<file path="config.mk">
export PLATFORM = sky130hd
export DESIGN_NAME = demux_1to2_buf_flat
export DESIGN_NICKNAME = d
export VERILOG_FILES = /design/src/rtl/demux_1to2_buf_if.sv /design/src/rtl/demux_1to2_buf.sv /design/src/flat_wrapper.sv
export SDC_FILE = /design/constraint.sdc
export NUM_CORES = 1
export LEC_CHECK = 0
export BUFFER_PORTS_ARGS = -buffer_cell sky130_fd_sc_hd__buf_4
export CAP_MARGIN = 20
export CORE_MARGIN = 1
export CORE_UTILIZATION = 30
export DETAILED_ROUTE_END_ITERATION = 10
export MAX_ROUTING_LAYER = met4
export SETUP_SLACK_MARGIN = 0.2
export SYNTH_ARGS = -nofsm -noshare
export SYNTH_HDL_FRONTEND = slang
export SYNTH_SLANG_ARGS = --single-unit
</file>
<file path="constraint.sdc">
create_clock -name clk -period 2.4 [get_ports clk]
set_input_delay 0.12 -clock clk [delete_from_list [all_inputs] [get_ports clk]]
set_output_delay 0.12 -clock clk [all_outputs]
set_load 0.01 [all_outputs]
</file>
<file path="src/rtl/demux_1to2_buf_if.sv">
// demux_1to2_buf_if
// Bundles the producer stream, both consumer streams and the debug counters
// of the 1-to-2 buffered demultiplexer.
//   slave  : the demux itself (takes the input stream, drives both outputs)
//   master : the surrounding producer/consumer logic (or a testbench)
// Signals:
//   in_data/in_sel/in_valid/in_ready    producer stream, in_sel picks channel
//   outK_data/outK_valid/outK_ready     consumer stream for channel K
//   cnt0/cnt1                           words delivered per channel (wrapping)
interface demux_1to2_buf_if #(
    parameter int DWIDTH = 32,
    parameter int CWIDTH = 16
);
    logic [DWIDTH-1:0] in_data;
    logic              in_sel;
    logic              in_valid;
    logic              in_ready;

    logic [DWIDTH-1:0] out0_data;
    logic              out0_valid;
    logic              out0_ready;

    logic [DWIDTH-1:0] out1_data;
    logic              out1_valid;
    logic              out1_ready;

    logic [CWIDTH-1:0] cnt0;
    logic [CWIDTH-1:0] cnt1;

    modport slave (
        input  in_data, in_sel, in_valid, out0_ready, out1_ready,
        output in_ready, out0_data, out0_valid, out1_data, out1_valid, cnt0, cnt1
    );

    modport master (
        output in_data, in_sel, in_valid, out0_ready, out1_ready,
        input  in_ready, out0_data, out0_valid, out1_data, out1_valid, cnt0, cnt1
    );
endinterface

</file>
<file path="src/rtl/demux_1to2_buf.sv">
// demux_1to2_buf
// Steers a single valid/ready word stream to one of two consumers, chosen per
// word by in_sel. Each channel owns a 2-entry FIFO so a stalled consumer on
// one side absorbs two words before the producer is held off.
// Ports:
//   clk    rising-edge clock
//   rst_n  asynchronous active-low reset; clears occupancy, pointers,
//          counters and data registers
//   bus    demux_1to2_buf_if.slave (input stream, two output streams, counters)
module demux_1to2_buf #(
    parameter int DWIDTH = 32,
    parameter int CWIDTH = 16
) (
    input  logic                  clk,
    input  logic                  rst_n,
    demux_1to2_buf_if.slave       bus
);

    logic [DWIDTH-1:0] mem_reg    [2][2];
    logic [1:0]        occ_reg    [2];
    logic              wr_ptr_reg [2];
    logic              rd_ptr_reg [2];
    logic [CWIDTH-1:0] cnt_reg    [2];

    logic [1:0] push;
    logic [1:0] pop;
    logic [1:0] cons_ready;
    logic       accept;

    // Readiness depends only on the selected channel's registered occupancy,
    // so there is no combinational path from the consumers back to the producer.
    assign bus.in_ready = bus.in_sel ? (occ_reg[1] != 2'd2) : (occ_reg[0] != 2'd2);
    assign accept       = bus.in_valid && bus.in_ready;

    assign push[0] = accept && !bus.in_sel;
    assign push[1] = accept &&  bus.in_sel;

    assign cons_ready[0] = bus.out0_ready;
    assign cons_ready[1] = bus.out1_ready;

    generate
        for (genvar gi = 0; gi < 2; gi++) begin : g_chan
            assign pop[gi] = (occ_reg[gi] != 2'd0) && cons_ready[gi];

            always_ff @(posedge clk or negedge rst_n) begin
                if (!rst_n) begin
                    mem_reg[gi][0]  <= '0;
                    mem_reg[gi][1]  <= '0;
                    occ_reg[gi]     <= 2'd0;
                    wr_ptr_reg[gi]  <= 1'b0;
                    rd_ptr_reg[gi]  <= 1'b0;
                    cnt_reg[gi]     <= '0;
                end else begin
                    if (push[gi]) begin
                        mem_reg[gi][wr_ptr_reg[gi]] <= bus.in_data;
                        wr_ptr_reg[gi]              <= ~wr_ptr_reg[gi];
                    end
                    if (pop[gi]) begin
                        rd_ptr_reg[gi] <= ~rd_ptr_reg[gi];
                        cnt_reg[gi]    <= cnt_reg[gi] + 1'b1;
                    end
                    // Push+pop together leaves occupancy unchanged (only at occ==1).
                    case ({push[gi], pop[gi]})
                        2'b10:   occ_reg[gi] <= occ_reg[gi] + 2'd1;
                        2'b01:   occ_reg[gi] <= occ_reg[gi] - 2'd1;
                        default: occ_reg[gi] <= occ_reg[gi];
                    endcase
                end
            end
        end
    endgenerate

    // Head word comes straight from a register, so it stays stable while invalid.
    assign bus.out0_data  = mem_reg[0][rd_ptr_reg[0]];
    assign bus.out1_data  = mem_reg[1][rd_ptr_reg[1]];
    assign bus.out0_valid = (occ_reg[0] != 2'd0);
    assign bus.out1_valid = (occ_reg[1] != 2'd0);
    assign bus.cnt0       = cnt_reg[0];
    assign bus.cnt1       = cnt_reg[1];

endmodule

</file>
<file path="src/flat_wrapper.sv">
// flat-port wrapper written by rule: the top's interface ports become plain ports
module demux_1to2_buf_flat 
#(
    parameter int DWIDTH = 32,
    parameter int CWIDTH = 16
)
  (clk, rst_n, bus_in_data, bus_in_sel, bus_in_valid, bus_out0_ready, bus_out1_ready, bus_in_ready, bus_out0_data, bus_out0_valid, bus_out1_data, bus_out1_valid, bus_cnt0, bus_cnt1);
  demux_1to2_buf_if #(.DWIDTH(DWIDTH), .CWIDTH(CWIDTH)) bus_i ();
  input  logic clk;
  input  logic rst_n;
  input wire logic [$bits(bus_i.in_data)-1:0] bus_in_data;
  input wire logic [$bits(bus_i.in_sel)-1:0] bus_in_sel;
  input wire logic [$bits(bus_i.in_valid)-1:0] bus_in_valid;
  input wire logic [$bits(bus_i.out0_ready)-1:0] bus_out0_ready;
  input wire logic [$bits(bus_i.out1_ready)-1:0] bus_out1_ready;
  output wire logic [$bits(bus_i.in_ready)-1:0] bus_in_ready;
  output wire logic [$bits(bus_i.out0_data)-1:0] bus_out0_data;
  output wire logic [$bits(bus_i.out0_valid)-1:0] bus_out0_valid;
  output wire logic [$bits(bus_i.out1_data)-1:0] bus_out1_data;
  output wire logic [$bits(bus_i.out1_valid)-1:0] bus_out1_valid;
  output wire logic [$bits(bus_i.cnt0)-1:0] bus_cnt0;
  output wire logic [$bits(bus_i.cnt1)-1:0] bus_cnt1;
  assign bus_i.in_data = bus_in_data;
  assign bus_i.in_sel = bus_in_sel;
  assign bus_i.in_valid = bus_in_valid;
  assign bus_i.out0_ready = bus_out0_ready;
  assign bus_i.out1_ready = bus_out1_ready;
  assign bus_in_ready = bus_i.in_ready;
  assign bus_out0_data = bus_i.out0_data;
  assign bus_out0_valid = bus_i.out0_valid;
  assign bus_out1_data = bus_i.out1_data;
  assign bus_out1_valid = bus_i.out1_valid;
  assign bus_cnt0 = bus_i.cnt0;
  assign bus_cnt1 = bus_i.cnt1;
  demux_1to2_buf #(.DWIDTH(DWIDTH), .CWIDTH(CWIDTH)) u_core (.clk(clk), .rst_n(rst_n), .bus(bus_i));
endmodule
</file>
[After elaboration in Yosys (flattened, before gate mapping)]
Index checks and enable logic that the tools add are counted.
Word-level totals
  output and inout port bits: 99
  bits in writable memories: 0
  ROM bits: 0
  word-level logic and storage cells: 65
  memories: 0
  bits in registers: 168
  latch bits: 0
  bits of input ports: 38
Cells by class
  magnitude comparators: 6
  muxes and demuxes: 15
  add/sub/neg operators: 6
  bitwise logic cells: 8
  equal/unequal tests: 6
  multipliers: 0
  reductions and logical operators: 12
  shift-type cells: 0
  divide/modulo/power cells: 0
Operators with widths (number)
  32-bit two-way mux: 8
  64-bit bitwise mux: 2
  32-bit demux with 1-bit select: 2
  16-bit by 1-bit adder with 16-bit output, second input constant: 2
  2-bit greater-or-equal comparator, second input constant: 4
  1-bit inverter with 2-bit output: 4
  2-bit one-hot mux with 2 select lines: 2
  2-bit nonzero test: 4
  1-bit logical AND: 7
  2-bit by 1-bit adder with 2-bit output, second input constant: 2
  2-bit by 1-bit equality test with 1-bit output, second input constant: 2
  2-bit equality test, second input constant: 2
  2-bit by 1-bit less-than comparator with 1-bit output, second input constant: 2
  2-bit != test, second input constant: 2
  1-bit inverter: 4
  2-bit by 1-bit subtractor with 2-bit output, second input constant: 2
  1-bit zero test: 1
  1-bit two-way mux: 1

[Longest topological paths before layout]
Gate-level depths: netlist (run 1).
  depth after elaboration: 6
  depth in mapped cells: 6
  gate-level depth less buffers: 6

[Least setup slack after synthesis (run 1)]
OpenSTA, ideal clock, no wires.
  path type: reg-to-reg
  from: register u_core.occ_reg[1] (netlist name)
  to: register u_core.occ_reg[1] (netlist name)
  slack: 0.808 ns
  arrival time: 1.512 ns
  setup time: 0.079 ns
  cell stages (with the launch flop): 6
  period minus slack after synthesis: 1.592 ns
  data required time: 2.321 ns
  path buffers: 0
  cells stage by stage: dfrtp_1 > o21ai_2 > inv_1 > ha_1 > nor2_1 > xor2_1
Between the ends
  elaborated cells on any way between the ends: 12
  classes of those cells: 2 x add/sub; 3 x eq/ne; 2 x mux; 5 x reduce/logical
RTL lines
  from (decl): RTL line demux_1to2_buf.sv:20  | logic [1:0] occ_reg [2];
  from (signal, indexed assignment): RTL line demux_1to2_buf.sv:64  | 2'b10: occ_reg[gi] <= occ_reg[gi] + 2'd1;
  from (signal, indexed assignment): RTL line demux_1to2_buf.sv:65  | 2'b01: occ_reg[gi] <= occ_reg[gi] - 2'd1;
  from (signal, indexed assignment): RTL line demux_1to2_buf.sv:66  | default: occ_reg[gi] <= occ_reg[gi];
  2-bit nonzero test *: RTL line demux_1to2_buf.sv:43  | assign pop[gi] = (occ_reg[gi] != 2'd0) && cons_ready[gi];
  1-bit logical AND *: RTL line demux_1to2_buf.sv:43
  via u_core.pop[1]: RTL line demux_1to2_buf.sv:26  | logic [1:0] pop;
  2-bit by 1-bit equality test with 1-bit output / 2-bit equality test (equally long branches): RTL line demux_1to2_buf.sv:63  | case ({push[gi], pop[gi]})
  2-bit one-hot mux with 2 select lines / 2-bit nonzero test (equally long branches)
The timed path passes the listed nets; every way through them passes the cells marked *.
A chain may end at the register's enable or synchronous reset.

[Worst setup path after layout (run 1)]
  from: register u_core.rd_ptr_reg[1] (netlist name)
  to: output bus_out0_data[21]
Between the ends
  word-level cells in the longest chain between the ends: 4
RTL lines
  from (decl): RTL line demux_1to2_buf.sv:22  | logic rd_ptr_reg [2];
  from (signal, indexed assignment): RTL line demux_1to2_buf.sv:59  | rd_ptr_reg[gi] <= ~rd_ptr_reg[gi];
  1-bit inverter with 2-bit output (implied by the code): RTL line demux_1to2_buf.sv:74  | assign bus.out0_data = mem_reg[0][rd_ptr_reg[0]];
  32-bit two-way mux (implied by the code) (3 in a row): RTL line demux_1to2_buf.sv:74
  to (decl): RTL line flat_wrapper.sv:17  | output wire logic [$bits(bus_i.out0_data)-1:0] bus_out0_data;
No other way between the ends. The select of a mux whose other input is x is not followed.

==> flow_summary_export.csv, run 1 <==
group,metric,value,unit
route,drc,0,
setup_path,cp_data_required_time,2.28,ns
synth,ys_types,29,
synth,synth_mux_area_share,33.12,%
grt,grt_remaining_overflow,0,
power_and_ir_drop,p_leak,4.881,nW
clock_network,cts_tree,"built",
finish,area.growth.synth_to_final,29.30,%
clock_network,htreeDepth,4,
timing,worst_slew_pin_slew,0.6767,ns
die,initial_core_util,30.48,%
grt,grt_antenna_before_repair,0,
route,wirelength,17.26,mm
timing,slew_viol_final,0,
grt,grt_pass1_wl,27.34,mm
synth,synth-seq-cells,168,
timing,relSlewSlack,54.88,%
clock_network,path_clk_slew,0.07,ns
route,firstDrtPassIters,4,
synth,syn_nets,537,
route,vias,4462,
run,maxCapViolCount,0,
power_and_ir_drop,pwr-share-comb,43.9,%
setup_path,cp_cell_sequence,"buf_12 > mux2_2 > buf_4",
power_and_ir_drop,clock_power_share,19.5,%
clock_network,cts_buffers,17,
setup_path,critPathMaxStageDelay,0.71,ns
die,die-area,27060,µm²
route,drt-initial-drc-count,171,
clock_network,clock_latency,0.43,ns
grt,grt_pass1_vias,4742,
die,num_rows,59,
placement,place_area,9338,µm²
route,met1_length,8.453,mm
finish,fin_area,10240,µm²
worst_hold_path,min_path_type,"input pin to flip-flop",
grt,grt_usage,13.80,%
setup_path,path_max_fanout,17,
timing,period_minus_slack,2.022,ns
synth,synth-adder-area-share,0.6318,%
placement,numPortBuffers,136,
route,dr_wl_met2,7.884,mm
power_and_ir_drop,peakVddDrop,0.7125,mV
power_and_ir_drop,p_sw,4.397,mW
setup_path,crit_slowest_cell,"dfrtp_2",
synth,synth_xor_xnor_area_share,4.423,%
clock_network,cts_resized,0,
timing,hold_viol,0,
clock_network,cts_setup_buffers,0,
clock_network,clkSinkCount,168,
timing,fmax,494.5,MHz
route,top_layer_used,"met4",
placement,hpwl,11.04,mm
finish,antennaDiodeCount,0,
finish,drive_above_1_share,56.50,%
timing,rsz0062_at_grt,"no",
grt,grt_max_degree,69,
die,io_pins,137,
clock_network,clock_path_buffers,2,
placement,place.gp.congestion,0.7270,
finish,nets,721,
route,via_per_inst,4.345,
power_and_ir_drop,p_int,9.542,mW
setup_path,end_kind,"primary output",
timing,fin_setup_tns,0,ns
route,drtAntennaViolNets,0,
synth,synth-compound-area-share,0.2211,%
route,routedWlPerCell,16.81,µm
power_and_ir_drop,switching_share,31.54,%
synth,synth_top_family_by_area,"multiplexers",
power_and_ir_drop,power_frac_seq,36.6,%
die,core_area,25980,µm²
synth,syn_area_per_cell,16.00,µm²
finish,largest_register_ffs,128,
synth,synth-simple-area-share,5.544,%
synth,ys.warnings.count,0,
synth,synth-seq-area-share,53.07,%
timing,period_share,84.26,%
route,routed-wl-met3,762,µm
status,status,"finished, final reports clean",
clock_network,root_buffer,"clkbuf_16",
setup_path,crit_type,"flip-flop to primary output",
setup_path,cp.arrival,1.90,ns
die,die_h,164.5,µm
timing,fin_worst_skew,0.007539,ns
die,fp.dieW,164.5,µm
timing,setup_violations,0,
synth,syn_inst,495,
synth,syn-cell-area,7921,µm²
power_and_ir_drop,cellPowerDensity,1361,nW/µm²
setup_path,cp-start-kind,"flip-flop",
==> power groups by stage <==
stage / Clock [mW] / Sequential [mW] / Combinational (mW)
2_1_floorplan: 0 / 4.78 / 4.12
3_3_place_gp: 0 / 5.11 / 6.09
3_5_place_dp: 0 / 5.11 / 6.17
4_1_cts: 2.82 / 5.11 / 6.23
5_1_grt: 2.93 / 5.29 / 6.60
6_report: 2.72 / 5.10 / 6.12
==> worst max-delay path, delay by kind of cell (launching register included) <==
| kind | cells | cell delay, ns |
|---|---|---|
| buf+inv | 2 | 0.39 |
| flops | 1 | 0.71 |
| mux | 1 | 0.37 |
==> timing repair <==
action / 4_1_cts / 5_1_grt
hold buffers: 33 / 0
endpoints found under the setup margin: 0 / 0
endpoints found under the hold margin: 189 / 0
==> path summary, 6_finish.rpt <==
| check | from | end | slack (ns) | depth (start not counted) |
|---|---|---|---|---|
| worst max-delay path | u_core.rd_ptr_reg[1] | bus_out0_data[21] | 0.38 | 3 |
| worst min-delay path | bus_in_sel | u_core.wr_ptr_reg[0] | 0.06 | 3 |
| worst max register to register | u_core.occ_reg[2] | u_core.mem_reg[67] | 0.50 | 4 |
| worst min register to register | u_core.bus.cnt0[15] | u_core.bus.cnt0[15] | 0.48 | 1 |
| max in group asynchronous | rst_n | u_core.rd_ptr_reg[0] | 1.43 | 3 |
| min in group asynchronous | rst_n | u_core.mem_reg[100] | 0.29 | 2 |
==> cells by family after synthesis <==
family                     after synthesis
AOI/OAI and AO/OA                        2
adders and majority gates                4
and+or+nand+nor                         65
xor gates and xnor gates                40
DFF                                    168
muxes                                  193
buffers and inverters                   23
==> synthesized netlist by cell type (all sizes together) <==
library cell	n	share of area, %
mux2	193	33
dfrtp	168	53
xnor2	28	3.1
buf	18	2.7
nand2	18	0.85
xor2	12	1.3
nand3	11	0.85
nor2	10	0.88
nand4	9	0.90
nor3	5	0.52
and3	4	0.32
ha	4	0.63
inv	3	0.14
or2	3	0.24
clkbuf	2	0.095
nand2b	2	0.35
o21ai	2	0.22
nand3b	1	0.25
nand4b	1	0.30
nor4	1	0.079
==> metrics by stage <==
step | std cells | utilization, % | hold WS (ns) | power (mW) | setup WS [ns]
global route | 1027 | 39.42 | 0.06510 | 14.81 | 0.2728
CTS | 1027 | 39.42 | 0.03858 | 14.16 | 0.3063
floorplan | 495 | - | -0.1756 | 8.904 | 0.8083
global placement | 962 | 35.94 | 0.1983 | 11.21 | 0.4934
finish | 1027 | 39.42 | 0.05939 | 13.94 | 0.3778
detailed placement | 962 | 35.94 | 0.1997 | 11.28 | 0.4344
==> cell usage in the layout, fill, tap and decap left out <==
cell           synthesis  layout
mux2_4               120     120
nor3_4                 1       1
nand4_1                8       8
xnor2_1               28      28
or2_1                  1       1
mux2_2                73      73
o21ai_2                2       2
and3_1                 4       4
nor4_1                 1       1
clkbuf_16              0      17
dfrtp_1              168     166
inv_1                  3       3
nand4_4                1       1
clkinvlp_4             0       5
bufinv_16              0       1
dlygate4sd3_1          0      33
nor3_2                 1       1
buf_4                  0     145
buf_12                 6       6
nor3_1                 3       3
ha_1                   4       4
nand2b_4               2       2
nand3_1               10      10
nor2_1                 8       8
nand4b_4               1       1
inv_8                  0       1
nand3_4                1       1
or2_2                  2       2
clkbuf_1               2       2
buf_6                  6       1
nand2_1               18      18
xor2_1                12      12
nor2_8                 2       2
dfrtp_2                0       2
clkinv_4               0       1
clkbuf_8               0       2
inv_6                  0       3
nand3b_4               1       1
==> final cells by class <==
class | instances | area (µm²)
tap | 335 | 419.2
inverter | 3 | 11.26
multi-input combinational | 304 | 3481
sequential | 168 | 4207
clock buffer | 21 | 460.4
clock inverter | 11 | 113.9
timing repair buffer | 185 | 1550
fill | 2476 | 15740
==> per-layer routing <==
metal	vias up	track usage, %
li1	2116	-
met1	2243	18.60
met2	92	20.37
met3	11	3.717
met4	0	3.753
met5	-	-
(Power assumes the default switching activity.)
==> run 2, diff against run 1 <==
==> constraint.sdc (replaced) <==
create_clock -name clk -period 1.8 [get_ports clk]
set_input_delay 0.09 -clock clk [delete_from_list [all_inputs] [get_ports clk]]
set_output_delay 0.09 -clock clk [all_outputs]
set_load 0.01 [all_outputs]
==> run 2 against run 1 <==
  * Wire length shrank 2.2%
  * Via count rose by 2.3%
  * Clock skew rose by 0.0043 ns
  * Sequential share of layout area decreased by 0.76 points
  * Cell count grew 1.3%
  * Cell area is 2.0% higher
  * Die area is the same
  * Worst setup slack got worse by 0.24 ns
  * Critical path depth unchanged
  * Worst hold slack worse by 0.034 ns
  * Critical endpoint is now bus_out1_data[0]
  * Largest cell class unchanged
  * Largest power group unchanged
==> flow_summary_export.csv, run 2 (synthesis gave the netlist of run 1 again) <==
group,metric,value,unit
status,status,"finished, final reports clean",
setup_path,path_max_fanout,19,
clock_network,cts_buffers,17,
worst_hold_path,worstHoldPathCells,3,
timing,fmax,601.5,MHz
timing,relSlewSlack,74.47,%
route,firstDrtPassIters,4,
die,die-area,27060,µm²
placement,pre_cts_ws,0.1753,ns
finish,post_layout_nonfiller_instances,1040,
finish,utilization,40.19,%
power_and_ir_drop,totalPowerFinal,19.01,mW
worst_hold_path,hold-path-endpoint,"u_core.wr_ptr_reg[0]",
finish,fin_area,10440,µm²
grt,grt_antenna_before_repair,0,
timing,slew_viol_final,0,
placement,place_area,9445,µm²
route,drc,0,
die,initial_core_util,30.48,%
finish,mostFrequentLayoutCell,"dfrtp_1",
timing,hold_viol,0,
route,drt-initial-drc-count,183,
finish,largest_register_ffs,128,
timing,holdWs,0.02555,ns
timing,worst_slew_pin_slew,0.3830,ns
placement,dp.cells,968,
route,drtAntennaViolNets,0,
die,num_rows,59,
timing,period_share,92.36,%
power_and_ir_drop,clock_power_share,19.9,%
clock_network,clock_latency,0.42,ns
grt,grt_max_degree,54,
finish,drive_above_1_share,58.01,%
setup_path,reg2reg_from,"u_core.occ_reg[3]",
die,io_pins,137,
power_and_ir_drop,p_sw,5.870,mW
finish,mostFrequentLayoutCells,"dfrtp_1 (164), buf_4 (151), mux2_4 (121), mux2_2 (72), dlygate4sd3_1 (33)",
timing,fin_worst_skew,0.01184,ns
setup_path,critPathMaxStageDelay,0.41,ns
route,wirelength,16.89,mm
clock_network,path_clk_slew,0.07,ns
route,routedWlPerCell,16.24,µm
route,vias,4564,
power_and_ir_drop,cellPowerDensity,1820,nW/µm²
timing,worst_slack,0.1375,ns
clock_network,clock_path_buffers,2,
power_and_ir_drop,pwr-share-comb,45.3,%
power_and_ir_drop,p_int,13.14,mW
die,fp.dieW,164.5,µm
setup_path,critical-path-top-delay-family,"flip-flops",
setup_path,cp_num_buf_inv,2,
setup_path,crit_slowest_cell,"dfrtp_2",
run,maxCapViolCount,0,
route,via_per_inst,4.388,
finish,area.growth.synth_to_final,31.83,%
setup_path,rr_endpoint,"u_core.mem_reg[96]",
clock_network,clkSinkCount,168,
placement,numPortBuffers,136,
setup_path,cp_data_required_time,1.71,ns
setup_path,worst-r2r-setup-slack,0.28,ns
power_and_ir_drop,power_frac_seq,34.8,%
die,core_area,25980,µm²
grt,grt_remaining_overflow,0,
setup_path,cp.arrival,1.57,ns
setup_path,end_kind,"primary output",
timing,rsz0062_at_grt,"yes",
worst_hold_path,min_from,"bus_in_sel",
power_and_ir_drop,peakVddDrop,0.8876,mV
finish,nets,734,
clock_network,htreeDepth,4,
placement,hpwl,11.39,mm
clock_network,root_buffer,"clkbuf_16",
clock_network,cts_tree,"built",
grt,grt_pass1_vias,4892,
placement,place.gp.congestion,0.7352,
finish,antennaDiodeCount,0,
setup_path,cp-start-kind,"flip-flop",
power_and_ir_drop,switching_share,30.88,%
setup_path,rr_worst_depth,5,
worst_hold_path,min_path_type,"input pin to flip-flop",
timing,fin_setup_tns,0,ns
timing,setup_violations,0,
setup_path,cp_cell_sequence,"buf_12 > mux2_2 > buf_4",
setup_path,crit_type,"flip-flop to primary output",
grt,grt_pass1_wl,27.21,mm
die,die_h,164.5,µm
power_and_ir_drop,p_leak,4.997,nW
timing,period_minus_slack,1.663,ns
grt,grt_usage,13.56,%
run 2: cell types whose count changed in the layout (fill, tap and decap cells not counted), sizes merged:
cell / change
buf: +13
clkinv: +4
clkbuf: -3
clkinvlp: -3
bufinv: +2
run 2: worst reg2reg max path: cells and delay by family (launching register included):
| kind | cells | cell delay, ns |
|---|---|---|
| buf+inv | 1 | 0.19 |
| flops | 1 | 0.44 |
| simple gates | 3 | 0.43 |
| mux | 1 | 0.35 |
run 2: repair_timing:
| item | in CTS | in global routing |
|---|---|---|
| endpoints found under the hold margin | 296 | 0 |
| hold buffers | 33 | 0 |
| endpoints found under the setup margin | 81 | 113 |
| pin swaps | 1 | 1 |
| resized for setup | 1 | 6 |
| gates cloned | 0 | 0 |
| buffers inserted | 4 | 3 |
run 2: area by class of cell:
| class | instances | area, µm² |
|---|---|---|
| fill | 2461 | 15540 |
| multi-input combinational | 304 | 3487 |
| clock buffer | 18 | 429.2 |
| sequential | 168 | 4209 |
| timing repair buffer | 198 | 1718 |
| tap | 335 | 419.2 |
| clock inverter | 14 | 168.9 |
| inverter | 3 | 11.26 |
run 2: worst max-delay path by stage:
| stage | startpoint | to | slack (ns) | depth (start not counted) |
|---|---|---|---|---|
| 3_5_place_dp | u_core.occ_reg[3] | u_core.mem_reg[93] | 0.18 | 4 |
| 5_1_grt | u_core.rd_ptr_reg[1] | bus_out0_data[12] | 0.08 | 3 |
| 4_1_cts | u_core.rd_ptr_reg[0] | bus_out1_data[0] | 0.11 | 3 |
| 6_report | u_core.rd_ptr_reg[0] | bus_out1_data[0] | 0.14 | 3 |
| 2_1_floorplan | u_core.occ_reg[1] | u_core.occ_reg[1] | 0.21 | 5 |
| 3_3_place_gp | u_core.occ_reg[3] | u_core.mem_reg[72] | 0.22 | 4 |
run 2: power groups by stage:
stage	clock network, mW	registers [mW]	logic, mW
4_1_cts	3.91	6.62	8.67
3_5_place_dp	0	6.68	8.47
6_report	3.79	6.61	8.61
5_1_grt	4.09	6.85	9.28
2_1_floorplan	0	6.37	5.50
3_3_place_gp	0	6.68	8.37
run 2: routing by layer:
layer	part of all wire [%]	wire length, µm	vias to the layer above	global-route usage [%]
li1	-	-	2134	-
met1	47	8013	2322	17.64
met2	47	8006	98	20.89
met3	4.3	721	10	3.591
met4	0.86	146	0	3.503
met5	0	0	-	-
